==> src/rtl/load_store_unit.sv <==
// -----------------------------------------------------------------------------
// load_store_unit
//   Back end of the execute stage. Pass-through ops (ALU, LUI, AUIPC, JAL,
//   JALR, word ops) write back alu_out one cycle after acceptance. Loads and
//   stores go through a single outstanding request on a doubleword-wide
//   memory port. A cycle counter aborts an access that stays outstanding for
//   too long.
//
//   Ports
//     clk, rst          rising-edge clock, synchronous active-high reset
//     in_valid/in_ready execute-stage handshake
//     opcode, func3     instr[6:2], instr[14:12]
//     alu_out           ALU result / effective address
//     store_data, rd    rs2 value, destination register
//     mem_*             request/grant + read-data memory port
//     wb_*              writeback strobe, register and value
//     exc_misaligned    pulse: access offset not a multiple of its size
//     exc_timeout       pulse: access aborted after TIMEOUT cycles
// -----------------------------------------------------------------------------
module load_store_unit #(
    parameter int TIMEOUT = 255
) (
    input  logic        clk,
    input  logic        rst,
    input  logic        in_valid,
    output logic        in_ready,
    input  logic [4:0]  opcode,
    input  logic [2:0]  func3,
    input  logic [63:0] alu_out,
    input  logic [63:0] store_data,
    input  logic [4:0]  rd,
    output logic        mem_req,
    input  logic        mem_gnt,
    output logic        mem_we,
    output logic [63:0] mem_addr,
    output logic [63:0] mem_wdata,
    output logic [7:0]  mem_wstrb,
    input  logic        mem_rvalid,
    input  logic [63:0] mem_rdata,
    output logic        wb_valid,
    output logic [4:0]  wb_rd,
    output logic [63:0] wb_data,
    output logic        exc_misaligned,
    output logic        exc_timeout
);

    typedef enum logic [1:0] {IDLE, REQ, WAIT} state_t;

    localparam int CNT_W = $clog2(TIMEOUT + 1);

    state_t             state;
    logic [CNT_W-1:0]   cnt;
    logic [2:0]         ld_off;
    logic [1:0]         ld_size;
    logic               ld_unsigned;
    logic [4:0]         pend_rd;

    // ---------------- operation decode ----------------
    logic       accept, is_load, is_store, is_pass, ld_nop, mem_op, misaligned;
    logic [1:0] size;
    logic [2:0] off;
    logic [7:0] size_mask;

    assign in_ready = (state == IDLE) && !rst;
    assign accept   = in_valid && in_ready;
    assign is_load  = (opcode == 5'b00000);
    assign is_store = (opcode == 5'b01000);
    assign is_pass  = opcode inside {5'b01100, 5'b00100, 5'b01101, 5'b00101,
                                     5'b11011, 5'b11001, 5'b00110, 5'b01110};
    assign ld_nop   = is_load && (func3 == 3'b111);
    // Store func3 1xx and load func3 111 never touch memory.
    assign mem_op   = (is_load && !ld_nop) || (is_store && !func3[2]);
    assign size     = func3[1:0];
    assign off      = alu_out[2:0];

    // NOTE: every signal written in always_comb gets a default first so no
    // path leaves it unassigned, which would infer a latch.
    always_comb begin
        size_mask  = 8'h01;
        misaligned = 1'b0;
        case (size)
            2'd0: begin size_mask = 8'h01; misaligned = 1'b0;            end
            2'd1: begin size_mask = 8'h03; misaligned = off[0];          end
            2'd2: begin size_mask = 8'h0F; misaligned = (off[1:0] != 0); end
            2'd3: begin size_mask = 8'hFF; misaligned = (off != 3'd0);   end
        endcase
    end

    // ---------------- load data extraction ----------------
    logic [63:0] ld_shifted, ld_data;
    assign ld_shifted = mem_rdata >> {ld_off, 3'b000};

    always_comb begin
        ld_data = ld_shifted;
        case (ld_size)
            2'd0: ld_data = {{56{ld_shifted[7]  & ~ld_unsigned}}, ld_shifted[7:0]};
            2'd1: ld_data = {{48{ld_shifted[15] & ~ld_unsigned}}, ld_shifted[15:0]};
            2'd2: ld_data = {{32{ld_shifted[31] & ~ld_unsigned}}, ld_shifted[31:0]};
            2'd3: ld_data = ld_shifted;
        endcase
    end

    // ---------------- FSM and registered outputs ----------------
    // NOTE: sequential state is updated with non-blocking assignments so all
    // registers sample the same pre-edge values regardless of statement order.
    always_ff @(posedge clk) begin
        if (rst) begin
            state          <= IDLE;
            cnt            <= '0;
            ld_off         <= '0;
            ld_size        <= '0;
            ld_unsigned    <= 1'b0;
            pend_rd        <= '0;
            mem_req        <= 1'b0;
            mem_we         <= 1'b0;
            mem_addr       <= '0;
            mem_wdata      <= '0;
            mem_wstrb      <= '0;
            wb_valid       <= 1'b0;
            wb_rd          <= '0;
            wb_data        <= '0;
            exc_misaligned <= 1'b0;
            exc_timeout    <= 1'b0;
        end else begin
            // Pulses default low; at most one path below raises one of them.
            wb_valid       <= 1'b0;
            exc_misaligned <= 1'b0;
            exc_timeout    <= 1'b0;

            case (state)
                IDLE: begin
                    if (accept) begin
                        if (is_pass || ld_nop) begin
                            wb_valid <= (rd != 5'd0);
                            wb_rd    <= rd;
                            wb_data  <= is_pass ? alu_out : 64'd0;
                        end else if (mem_op && misaligned) begin
                            exc_misaligned <= 1'b1;
                        end else if (mem_op) begin
                            state       <= REQ;
                            cnt         <= '0;
                            mem_req     <= 1'b1;
                            mem_we      <= is_store;
                            mem_addr    <= {alu_out[63:3], 3'b000};
                            mem_wstrb   <= size_mask << off;
                            mem_wdata   <= is_store ? (store_data << {off, 3'b000}) : 64'd0;
                            ld_off      <= off;
                            ld_size     <= size;
                            ld_unsigned <= func3[2];
                            pend_rd     <= rd;
                        end
                    end
                end

                REQ, WAIT: begin
                    cnt <= cnt + 1'b1;
                    if (cnt == CNT_W'(TIMEOUT)) begin
                        // Abort wins over a grant or data arriving this cycle.
                        exc_timeout <= 1'b1;
                        mem_req     <= 1'b0;
                        state       <= IDLE;
                    end else if (state == REQ) begin
                        // mem_rvalid is not looked at here, even alongside a grant.
                        if (mem_gnt) begin
                            mem_req <= 1'b0;
                            state   <= mem_we ? IDLE : WAIT;
                        end
                    end else if (mem_rvalid) begin
                        state    <= IDLE;
                        wb_valid <= (pend_rd != 5'd0);
                        wb_rd    <= pend_rd;
                        wb_data  <= ld_data;
                    end
                end

                default: state <= IDLE;
            endcase
        end
    end

endmodule

==> config.mk <==
export PLATFORM = sky130hd
export DESIGN_NAME = load_store_unit
export DESIGN_NICKNAME = d
export VERILOG_FILES = /design/src/rtl/load_store_unit.sv
export SDC_FILE = /design/constraint.sdc
export NUM_CORES = 1
export LEC_CHECK = 0
export CAP_MARGIN = 0
export CORE_MARGIN = 2
export CORE_UTILIZATION = 45
export DETAILED_ROUTE_END_ITERATION = 10
export GPL_ROUTABILITY_DRIVEN = 0
export PLACE_DENSITY = 0.83
export SYNTH_ARGS = -nofsm -noshare
export SYNTH_HDL_FRONTEND = slang
export SYNTH_SLANG_ARGS = --single-unit
==> constraint.sdc <==
create_clock -name clk -period 4.7 [get_ports clk]
set_input_delay 0.94 -clock clk [delete_from_list [all_inputs] [get_ports clk]]
set_output_delay 0.94 -clock clk [all_outputs]
set_load 0.02 [all_outputs]
# After elaboration in Yosys (flattened, before gate mapping)
# Index checks and enable logic that the tools add are counted.
# word_totals
ff_bits	228
latch_bits	0
mem_bits_rw	0
rom_bits	0
in_bits	210
out_inout_bits	211
mem_count	0
# classes
n_addsub	1
n_mul	0
n_div	0
n_lt_le_gt_ge	0
n_eq_ne	31
n_shift	3
muxes	48
bitwise_logic	9
reduce_logical	29
# op_table
operator	count
64-bit 2-to-1 mux	7
64-bit one-hot mux with 4 select lines	1
64-bit one-hot mux with 2 select lines	1
64-bit by 6-bit << shifter with 64-bit output	1
64-bit by 6-bit >> shifter with 64-bit output	1
8-bit 2-to-1 mux	4
8-bit one-hot mux with 4 select lines	1
5-bit 2-to-1 mux	5
5-bit by 4-bit equality test with 1-bit output (second input constant)	4
2-bit 2-to-1 mux	9
8-bit one-hot mux with 2 select lines	1
5-bit by 3-bit equality test with 1-bit output (second input constant)	3
1-bit 2-to-1 mux	14
2-bit inequality test (second input constant)	7
6-bit AND reduction	2
2-bit equality test (second input constant)	5
5-bit equality test (second input constant)	2
5-bit one-hot mux with 2 select lines	1
5-bit AND reduction	2
5-bit nonzero test	2
8-bit by 1-bit adder with 8-bit output (second input constant)	1
8-bit equality test (second input constant)	1
4-bit inequality test (second input constant)	2
8-bit nonzero test	1
other kinds (20)	43

# Longest topological paths before layout
# Gate-level depths: netlist (run 1).
# depth
word_depth	10
ltp_mapped	11
ltp_nobuf	8

# Worst setup path after synthesis (run 1)
# Ideal clock, no wire load.
# synth_timing
path_kind	in2reg
from	input port opcode[1]
to	register wb_data[33]
arrival_ps	2841
t_required_ps	4581
setup_slack_ps	1741
stages	7
path_cell_list	or4_4 > or4b_4 > and2_4 > nor4_4 > buf_6 > a21oi_1 > o221a_2
# synth_between
elab_chain_len	6
elab_cells_between_ends	18
# synth_rtl
element	line_no	text
start, declared	27	input logic [4:0] opcode,
5-bit by 4-bit equality test with 1-bit output (tied with other cells)	68	assign is_pass = opcode inside {5'b01100, 5'b00100, 5'b01101, 5'b00101,
8-bit nonzero test	68	
64-bit 2-to-1 mux	136	wb_data <= is_pass ? alu_out : 64'd0;
64-bit 2-to-1 mux	133	if (is_pass || ld_nop) begin
64-bit 2-to-1 mux	132	if (accept) begin
64-bit one-hot mux with 2 select lines	130	case (state)
end signal, assigned	136	
end signal, assigned	172	wb_data <= ld_data;
end, declared	42	output logic [63:0] wb_data,
# Parallel ways exist; a longest one is shown, timed or not. The select of a mux whose other input is x is not followed.
# A chain may end at the register's enable or synchronous reset.

# Final worst setup path (run 1)
# layout_timing
from	register ld_off[1]
to	register wb_data[58]
# layout_between
elab_chain_len	7
elab_cells_between_ends	9
# layout_rtl
element	line_no	text
start, declared	53	logic [2:0] ld_off;
start signal, assigned	110	ld_off <= '0;
start signal, assigned	147	ld_off <= off;
64-bit by 6-bit >> shifter with 64-bit output (*)	91	assign ld_shifted = mem_rdata >> {ld_off, 3'b000};
1-bit AND (on tied branches)	98, 96, 97	
64-bit one-hot mux with 4 select lines (*)	95	case (ld_size)
64-bit 2-to-1 mux (*)	168	end else if (mem_rvalid) begin
64-bit 2-to-1 mux (*)	162	end else if (state == REQ) begin
64-bit 2-to-1 mux (*)	157	if (cnt == CNT_W'(TIMEOUT)) begin
64-bit one-hot mux with 2 select lines (*)	130	
# Every way passes the cells marked *; elsewhere a longest branch is shown, timed or not. The select of a mux whose other input is x is not followed.

==> flow_summary_export.csv, run 1 <==
group,metric,value,unit
final_layout,fillers,2206,
global_routing,antenna_found_initial,3,
worst_setup_path,worstPathMaxFanout,46,
final_layout,nets,2049,
die,die_h,169,um
drt,wl_per_cell,22.8,um
yosys,ys_ff_latch,228,
placed_design,postPlaceCellArea,16500,um2
die,core_region_area,26900,um2
yosys,avgSynthCellArea,8.21,um2
timing,slew_viol_final,0,
worst_setup_path,crit_buf_inv,1,
drt,routed_wirelength,50.0,mm
status,status,"complete, no violations",
final_layout,fin_area,17400,um2
cts,hold_buffers,0,
cts,cts_buffers,26,
die,dieWidth,169,um
worst_setup_path,slowest_stage,"dfxtp_2",
worst_setup_path,slowest_delay,1050,ps
timing,setup_tns,0,ps
drt,drc_errors,0,
cts,tritoncts,"built",
cts,cts_buffer_depth,3,
cts,cts_sinks,228,
yosys,syn_inst,1496,
drt,viasPerCell,6.11,
worst_setup_path,critPathTopFamily,"flip-flops",
placed_design,hpwl,36.9,mm
worst_setup_path,setup.worst_path.start_class,"flop",
timing,period_share,70.0,%
timing,worst_pin_slew,1100,ps
drt,drt_iter0_drc,1444,
drt,ant_nets,0,
worst_setup_path,required,5110,ps
timing,slew_headroom,26.3,%
timing,hold_viol_final,0,
drt,first_pass_iters,9,
timing,fmax,304,MHz
final_layout,drive_gt1_share,9.08,%
final_layout,syn_to_final_growth,41.9,%
power_and_ir_drop,power.density,300,nW/um2
final_layout,stdcell_count,2195,
drt,vias,13406,
die,die_area,28600,um2
timing,finClkSkew,13.9,ps
worst_setup_path,path_cells,"nand3b_1 -> o22ai_1 -> a21o_1 -> nand2_1 -> and3_1 -> buf_4 -> a2111oi_1",
worst_setup_path,endpoint_kind,"flop",
die,rows,60,
timing,fin_crit,3290,ps
die,io_pins,421,
cts,cts.clk_slew.worst_paths,60,ps
yosys,ys_types,69,
worst_setup_path,cp.arrival,3710,ps
job,maxCapViolations,0,
timing,rsz0062_at_grt,"no",
final_layout,final_cell_mix,"413 x clkdlybuf4s50_1, 256 x nand2_1, 226 x dfxtp_1, 177 x nor2_1, 151 x a21oi_1",
power_and_ir_drop,peakVddDrop,233,uV
yosys,async_reset_ff_share,0,%
cts,cts_root_buffer,"clkbuf_16",
final_layout,layout_commonest_cell,"clkdlybuf4s50_1",
placed_design,numPlacedInstances,2145,
worst_hold_path,hold_path_class,"reg -> reg",
cts,clk_latency,530,ps
placed_design,io_buffers,417,
timing,setup_viol,0,
global_routing,grt_pass1_wl,73.6,mm
global_routing,grt_pass1_vias,12734,
cts,postCtsSetupBuffers,0,
global_routing,grt_max_degree,81,
yosys,ys.flop_type,"dfxtp_1",
global_routing,overflow,0,
yosys,synth_edf_count,0,
worst_setup_path,critical_path_class,"reg -> reg",
yosys,mappedNetlistArea,12300,um2
power_and_ir_drop,p_leak,6.09,nW
yosys,ys_seq_area_share,37.2,%
cts,htree_num_levels,1,
die,start_util,45.7,%
yosys,yosys_warnings,0,
global_routing,grt_usage,33.0,%
cts,post_cts_resized,0,
==> state kept, by name, summed over array words and instances, names as in the netlist, 2 cells and up <==
register	flops
ld_off	3
pend_rd	5
mem_wstrb	8
wb_data	64
state	2
wb_rd	5
ld_size	2
cnt	8
mem_wdata	64
mem_addr	61
==> per-stage QoR <==
| stage | hold slack (ps) | setup slack, ps | utilization, % | total power, mW |
|---|---|---|---|---|
| after detailed placement | 441 | 950 | 61.3 | 3.03 |
| after global routing | 472 | 1210 | 64.8 | 5.37 |
| after floorplan | 443 | 1740 | - | 2.57 |
| final | 453 | 1410 | 64.8 | 5.23 |
| after global placement | 438 | 996 | 61.3 | 3.02 |
| after CTS | 454 | 1500 | 64.8 | 5.23 |
==> worst reg2reg max path: stages, from the launching register on <==
cell       delay (ps)
dfxtp_2          1050
nand3b_1          690
o22ai_1           340
a21o_1            200
nand2_1           140
and3_1            210
buf_4             210
a2111oi_1         360
==> logic make-up after synthesis <==
family	share of synthesized area (%)
AND/OR/NAND/NOR	18.2
AO/OA/AOI/OAI	23.1
flip-flops	37.2
multiplexers	14.9
buffers and inverters	5.49
adder cells (fa/ha/maj)	0.713
XOR/XNOR	0.428
other	0.0305
==> final timing paths <==
kind                         to  slack, ps  cells after the start          start
setup / recovery    wb_data[58]       1410                      7      ld_off[1]
hold / removal    mem_wdata[15]        450                      1  mem_wdata[15]
setup reg to reg    wb_data[58]       1410                      7      ld_off[1]
hold reg to reg   mem_wdata[15]        450                      1  mem_wdata[15]
==> metal layers <==
metal / share of wire, % / vias to the layer above / track usage (%)
li1: - / 6054 / -
met1: 36 / 6319 / 36.9
met2: 49 / 859 / 58.2
met3: 10 / 172 / 7.67
met4: 5.8 / 2 / 17.3
met5: 0.026 / - / 0
==> layout make-up <==
cell class	instances	area, um2	area share [%]
multi-input combinational	1117	7070	40.6
clock buffer	36	769	4.42
clock inverter	11	175	1.01
sequential	228	4570	26.2
timing repair buffer	441	4340	24.9
antenna	3	7.51	0.0431
inverter	18	67.6	0.388
tap	341	427	2.45
==> report_power, final <==
group	switching (mW)	internal (mW)	total, mW
combinational	0.535	0.449	0.984
clock	0.849	1.37	2.22
sequential	0.0379	1.99	2.03
total	1.42	3.81	5.23
==> Yosys cell counts, drive strengths merged, types with 2 or more instances <==
library cell | n | area share, %
a2111oi | 9 | 1.1
nor2b | 8 | 0.41
o211ai | 2 | 0.12
a221o | 9 | 0.73
o221a | 16 | 1.5
nor3b | 3 | 0.22
nor3 | 27 | 1.1
nand2 | 257 | 7.9
xnor2 | 5 | 0.36
a22oi | 61 | 3.8
a211oi | 31 | 1.9
nand2b | 7 | 0.36
mux2 | 36 | 3.3
o32ai | 2 | 0.14
nor4 | 4 | 0.38
and4b | 2 | 0.16
buf | 56 | 2.5
a221oi | 3 | 0.21
ha | 7 | 0.71
or2 | 3 | 0.15
o22ai | 26 | 1.3
o21ai | 42 | 1.7
a21o | 17 | 1.0
nand3b | 5 | 0.31
mux2i | 109 | 8.9
mux4 | 15 | 2.8
a21oi | 151 | 6.2
inv | 18 | 0.55
nor2 | 178 | 5.4
a2bb2oi | 15 | 1.1
a31oi | 9 | 0.46
or3 | 3 | 0.15
dfxtp | 228 | 37
nand3 | 10 | 0.55
a311oi | 18 | 1.3
nand4 | 2 | 0.10
and2 | 3 | 0.19
or4 | 4 | 0.28
clkbuf | 79 | 2.4
and3 | 3 | 0.15
Power figures use the tool's default switching activity.
==> run 2: changes to the inputs <==
clock period = 3.2 ns   (was 4.7 ns; I/O delays follow)
==> run 2 against run 1 <==
  * Clock power is 40% higher
  * Power increased by 45%
  * Sequential share of layout area is 0.47 points lower
  * Critical endpoint is now wb_data[21]
  * Largest cell class unchanged
  * Highest routed layer unchanged
==> flow_summary_export.csv, run 2 (synthesis gave the netlist of run 1 again) <==
group,metric,value,unit
final_layout,drive_gt1_share,10.5,%
timing,hold_viol_final,0,
final_layout,fin_area,17700,um2
cts,hold_buffers,0,
timing,slew_viol_final,0,
worst_setup_path,r2r_start,"state[0]",
global_routing,antenna_found_initial,4,
power_and_ir_drop,clock_power_share,41.0,%
worst_setup_path,worst-r2r-setup-slack,400,ps
status,status,"complete, no violations",
timing,fin_crit,2800,ps
die,rows,60,
cts,postCtsSetupBuffers,0,
die,dieWidth,169,um
final_layout,syn_to_final_growth,44.5,%
cts,cts_buffers,26,
drt,ant_nets,0,
cts,htree_num_levels,1,
timing,period_share,87.4,%
placed_design,io_buffers,417,
worst_setup_path,worstPathMaxFanout,46,
final_layout,post-route-util,66.0,%
timing,fmax,358,MHz
cts,cts.clk_slew.worst_paths,60,ps
worst_setup_path,reg2reg_depth,7,
final_layout,top_regs,"mem_wdata: 64 flops, wb_data: 64 flops, mem_addr: 61 flops",
power_and_ir_drop,peakVddDrop,454,uV
drt,routed_wirelength,50.8,mm
timing,slew_headroom,18.7,%
drt,vias,13466,
worst_setup_path,setup.worst_path.start_class,"flop",
worst_setup_path,endpoint_kind,"flop",
die,core_region_area,26900,um2
cts,post_cts_resized,0,
drt,first_pass_iters,6,
worst_hold_path,min-delay-start,"rst",
job,maxCapViolations,0,
cts,tritoncts,"built",
die,die_h,169,um
worst_hold_path,hold_path_class,"in -> reg",
power_and_ir_drop,p_leak,6.26,nW
placed_design,postPlaceCellArea,16800,um2
final_layout,layout_commonest_cell,"clkdlybuf4s50_1",
final_layout,fillers,2125,
timing,rsz0062_at_grt,"no",
power_and_ir_drop,power.density,428,nW/um2
timing,finClkSkew,27.9,ps
placed_design,hpwl,37.7,mm
final_layout,final_cell_mix,"413 x clkdlybuf4s50_1, 256 x nand2_1, 226 x dfxtp_1, 177 x nor2_1, 151 x a21oi_1",
worst_setup_path,r2r-end,"wb_data[21]",
final_layout,multi_input_area,7070,um2
worst_setup_path,critical_path_class,"reg -> reg",
global_routing,grt_usage,34.2,%
cts,clk_latency,550,ps
power_and_ir_drop,switching_power,2.12,mW
timing,setup_viol,0,
timing,hold_ws,387,ps
worst_hold_path,hold-path-endpoint,"mem_wstrb[2]",
cts,cts_sinks,228,
worst_setup_path,required,3640,ps
global_routing,grt_pass1_wl,76.6,mm
power_and_ir_drop,p_seq_share,39.3,%
cts,cts_buffer_depth,3,
final_layout,regArea,4570,um2
die,start_util,45.7,%
drt,viasPerCell,6.05,
cts,cts_root_buffer,"clkbuf_16",
global_routing,grt_pass1_vias,13319,
power_and_ir_drop,p_int,5.47,mW
drt,drt_iter0_drc,1286,
drt,wl_per_cell,22.8,um
power_and_ir_drop,switching_share,27.9,%
die,die_area,28600,um2
final_layout,nets,2078,
worst_hold_path,holdPathStages,2,
die,io_pins,421,
global_routing,grt_max_degree,108,
drt,drc_errors,0,
worst_setup_path,cp.arrival,3240,ps
global_routing,overflow,0,
power_and_ir_drop,p_comb_share,19.7,%
timing,worst_pin_slew,1220,ps
power_and_ir_drop,finalPower,7.59,mW
==> run 2: worst max path at each step <==
stage	start	end	slack [ps]	cells past startpoint
CTS	state[0]	in_ready	420	5
floorplan	opcode[1]	wb_data[33]	540	7
global placement	opcode[0]	wb_data[51]	-20	8
global route	ld_off[1]	wb_data[56]	250	8
finish	state[0]	wb_data[21]	400	7
detailed placement	opcode[0]	wb_data[53]	-70	8
==> run 2: final cells by class <==
type                            count  area share, %
Inverter                           18          0.381
Sequential cell                   228           25.8
Tap cell                          341           2.40
Clock buffer                       34           4.12
Multi-Input combinational cell   1117           39.9
Timing Repair Buffer              470           26.5
Antenna cell                        3         0.0423
Clock inverter                     13          0.910
==> run 2: metal layers <==
metal  share of wire [%]  track usage, %  vias to the layer above
met4                 7.2            21.7                        2
met1                  34            36.5                     6328
met2                  48            60.0                      835
met3                  10            9.05                      207
met5               0.022               0                        -
li1                    -               -                     6094
==> run 2: per-stage QoR <==
step / worst slack (ps) / instances / TNS [ps]
after global placement: -19.8 / 2174 / -262
after global routing: 246 / 2224 / 0
final: 404 / 2224 / 0
after detailed placement: -71.1 / 2174 / -1040
after CTS: 420 / 2221 / 0
after floorplan: 541 / 1498 / 0
==> run 2: power groups by stage <==
stage                     logic, mW  clock network (mW)  registers (mW)
after floorplan               0.639                   0            3.13
after global placement         1.44                   0            3.04
after detailed placement       1.46                   0            3.04
after CTS                      1.47                3.15            2.98
after global routing           1.57                3.26            2.99
final                          1.49                3.11            2.98
==> run 2: critical path, cell delays in order (launching register included) <==
cell      delay (ps)
dfxtp_1          420
inv_1            120
ha_2             350
buf_4            490
inv_1            500
o2111a_2         420
buf_12           150
a311oi_1         250
==> run 3: changes to the inputs <==
ABC_AREA = 1   (was not set)
CTS_BUF_LIST = sky130_fd_sc_hd__clkbuf_8 sky130_fd_sc_hd__clkbuf_16   (was not set)
==> run 3 against run 2 <==
  * Power shrank 4.7%
  * Critical path depth shrank 2
  * Design area grew 0.28%
  * First-iteration DRC count grew 65%
  * Critical path type is now reg -> out
  * Setup slack gained 130 ps
  * Clock-buffer cell count shrank 5
  * Via count grew 16%
  * Maximum frequency grew 4.9%
==> flow_summary_export.csv, run 3 <==
group,metric,value,unit
timing,slew_viol_final,0,
final_layout,fillers,2439,
worst_setup_path,critPathTopFamily,"buffers and inverters",
cts,cts.clk_slew.worst_paths,60,ps
drt,wl_per_cell,19.0,um
cts,htree_num_levels,1,
yosys,yosys_warnings,0,
drt,drc_errors,0,
cts,hold_buffers,0,
die,io_pins,421,
yosys,ys_ff_latch,228,
worst_setup_path,worstPathMaxFanout,5,
worst_hold_path,holdPathStages,2,
yosys,ys_types,47,
placed_design,postPlaceCellArea,17000,um2
yosys,synth.most_common_cell,"nand2_1",
final_layout,stdcell_count,2704,
global_routing,grt_pass1_wl,79.0,mm
cts,clk_latency,540,ps
worst_setup_path,setup.worst_path.start_class,"flop",
final_layout,drive_gt1_share,4.77,%
global_routing,overflow,0,
yosys,yosysTopAreaCellShare,35.4,%
drt,first_pass_iters,6,
timing,setup_tns,0,ps
worst_hold_path,hold_path_class,"reg -> reg",
yosys,syn_inst,2003,
global_routing,grt_max_degree,87,
power_and_ir_drop,power.density,407,nW/um2
placed_design,place_ws,341,ps
die,core_region_area,28000,um2
timing,rsz0062_at_grt,"no",
placed_design,numPlacedInstances,2658,
timing,setup_viol,0,
die,rows,61,
status,status,"complete, no violations",
yosys,ys.flop_type,"dfxtp_1",
yosys,ys_seq_area_share,35.4,%
placed_design,io_buffers,417,
die,start_util,46.0,%
worst_setup_path,crit_buf_inv,3,
drt,wl_met3,5.14,mm
final_layout,final_cell_mix,"518 x nand2_1, 413 x clkdlybuf4s50_1, 251 x o21ai_0, 233 x nor2_1, 227 x dfxtp_1",
yosys,synth_area_leaders,"dfxtp_1 35%, nand2_1 15%, o21ai_0 9.7%, a21oi_1 8.7%, nor2_1 6.8%",
yosys,avgSynthCellArea,6.43,um2
final_layout,syn_to_final_growth,38.1,%
yosys,async_reset_ff_share,0,%
drt,highest_layer,"met4",
global_routing,grt_usage,32.3,%
final_layout,nets,2524,
drt,drt_iter0_drc,2127,
cts,postCtsSetupBuffers,0,
drt,met1_length,18.5,mm
worst_setup_path,required,2560,ps
cts,cts_root_buffer,"clkbuf_16",
die,die_h,173,um
worst_setup_path,cp.arrival,2030,ps
power_and_ir_drop,peakVddDrop,379,uV
yosys,synth_edf_count,0,
worst_setup_path,worst-r2r-setup-slack,620,ps
drt,vias,15600,
final_layout,n_antenna_cell,0,
worst_setup_path,reg2reg_depth,11,
cts,cts_buffer_depth,3,
worst_setup_path,critical_path_class,"reg -> out",
timing,worst_pin_slew,961,ps
cts,cts_buffers,25,
cts,post_cts_resized,0,
final_layout,fin_area,17800,um2
power_and_ir_drop,p_leak,6.86,nW
yosys,mappedNetlistArea,12900,um2
yosys,ys_top_cells_by_count,"518 x nand2_1, 251 x o21ai_0, 234 x nor2_1, 228 x dfxtp_1, 225 x a21oi_1",
worst_setup_path,path_cells,"inv_1 -> ha_2 -> inv_2 -> nor2_2 -> clkdlybuf4s50_1",
job,maxCapViolations,0,
worst_setup_path,endpoint_kind,"output port",
global_routing,grt_pass1_vias,14566,
worst_setup_path,path_depth,5,
timing,finalWorstSetupSlack,534,ps
drt,ant_nets,0,
timing,hold_viol_final,0,
timing,slew_headroom,35.9,%
timing,finClkSkew,18.8,ps
global_routing,antenna_found_initial,0,
timing,fin_crit,2670,ps
placed_design,hpwl,37.9,mm
cts,tritoncts,"built",
yosys,synth_top_area_cell,"dfxtp_1",
drt,met2_length,24.7,mm
die,die_area,30000,um2
final_layout,layout_commonest_cell,"nand2_1",
drt,viasPerCell,5.77,
cts,cts_sinks,228,
drt,routed_wirelength,51.4,mm
worst_setup_path,slowest_stage,"clkdlybuf4s50_1",
die,dieWidth,173,um
worst_setup_path,slowest_delay,620,ps
final_layout,top_regs,"mem_wdata: 64 flops, wb_data: 64 flops, mem_addr: 61 flops",
timing,period_share,83.3,%
timing,fmax,375,MHz
[run 3: changes by cell type in the layout (fill, tap and decap cells not counted), moves of 30 or more]
cell	change
inv_1	+45
nand2_1	+262
mux2i_1	-102
a22oi_1	-30
mux2_2	-36
o21ai_0	+212
nor2_1	+56
nand3_1	+108
nand4_1	+39
a21oi_1	+74
o211ai_1	+35
[run 3: final cells by class]
class,count,area (um2),share of cell area [%]
Clock buffer,29,681,3.83
Clock inverter,17,128,0.717
Inverter,69,268,1.50
Multi-Input combinational cell,1536,7220,40.6
Sequential cell,228,4570,25.7
Tap cell,378,473,2.66
Timing Repair Buffer,447,4450,25.0
[run 3: where the power goes]
group          switching [mW]  total [mW]  internal, mW
sequential             0.0441        2.96          2.92
clock                    1.22        2.83          1.61
combinational           0.857        1.45         0.591
[run 3: tightest hold or removal path, delay by kind of cell, from the launching register on]
family | cells | cell delay, ps
AO/OA/AOI/OAI | 1 | 50
flip-flops | 1 | 310
AND/OR/NAND/NOR | 1 | 60
[run 3: worst paths after layout]
kind / from / endpoint
setup reg to reg: ld_off[0] / wb_data[31]
setup / recovery: state[0] / in_ready
hold / removal: mem_wdata[35] / mem_wdata[35]
hold reg to reg: mem_wdata[35] / mem_wdata[35]
[run 3: routing by layer]
layer  up-vias  GRT usage, %
li1       7314             -
met1      7223          36.4
met2       895          56.3
met3       168          7.85
met4         0          17.5
met5         -             0
[run 3: cells by family after synthesis]
kind of cell	count (synthesis)	share of synthesized area, %
AOI/OAI and AO/OA	574	23.9
xor gates and xnor gates	5	0.340
adders and majority gates	7	0.680
buffers and inverters	241	8.64
DFF	228	35.4
muxes	7	0.544
other	1	0.0291
and+or+nand+nor	940	30.4
[run 3: metrics by stage]
stage | hold WS (ps) | power, mW | utilization (%)
4_1_cts | 464 | 7.22 | 63.5
6_report | 462 | 7.24 | 63.5
3_5_place_dp | 455 | 4.44 | 60.6
5_1_grt | 481 | 7.50 | 63.5
3_3_place_gp | 453 | 4.41 | 60.6
2_1_floorplan | 441 | 3.76 | -
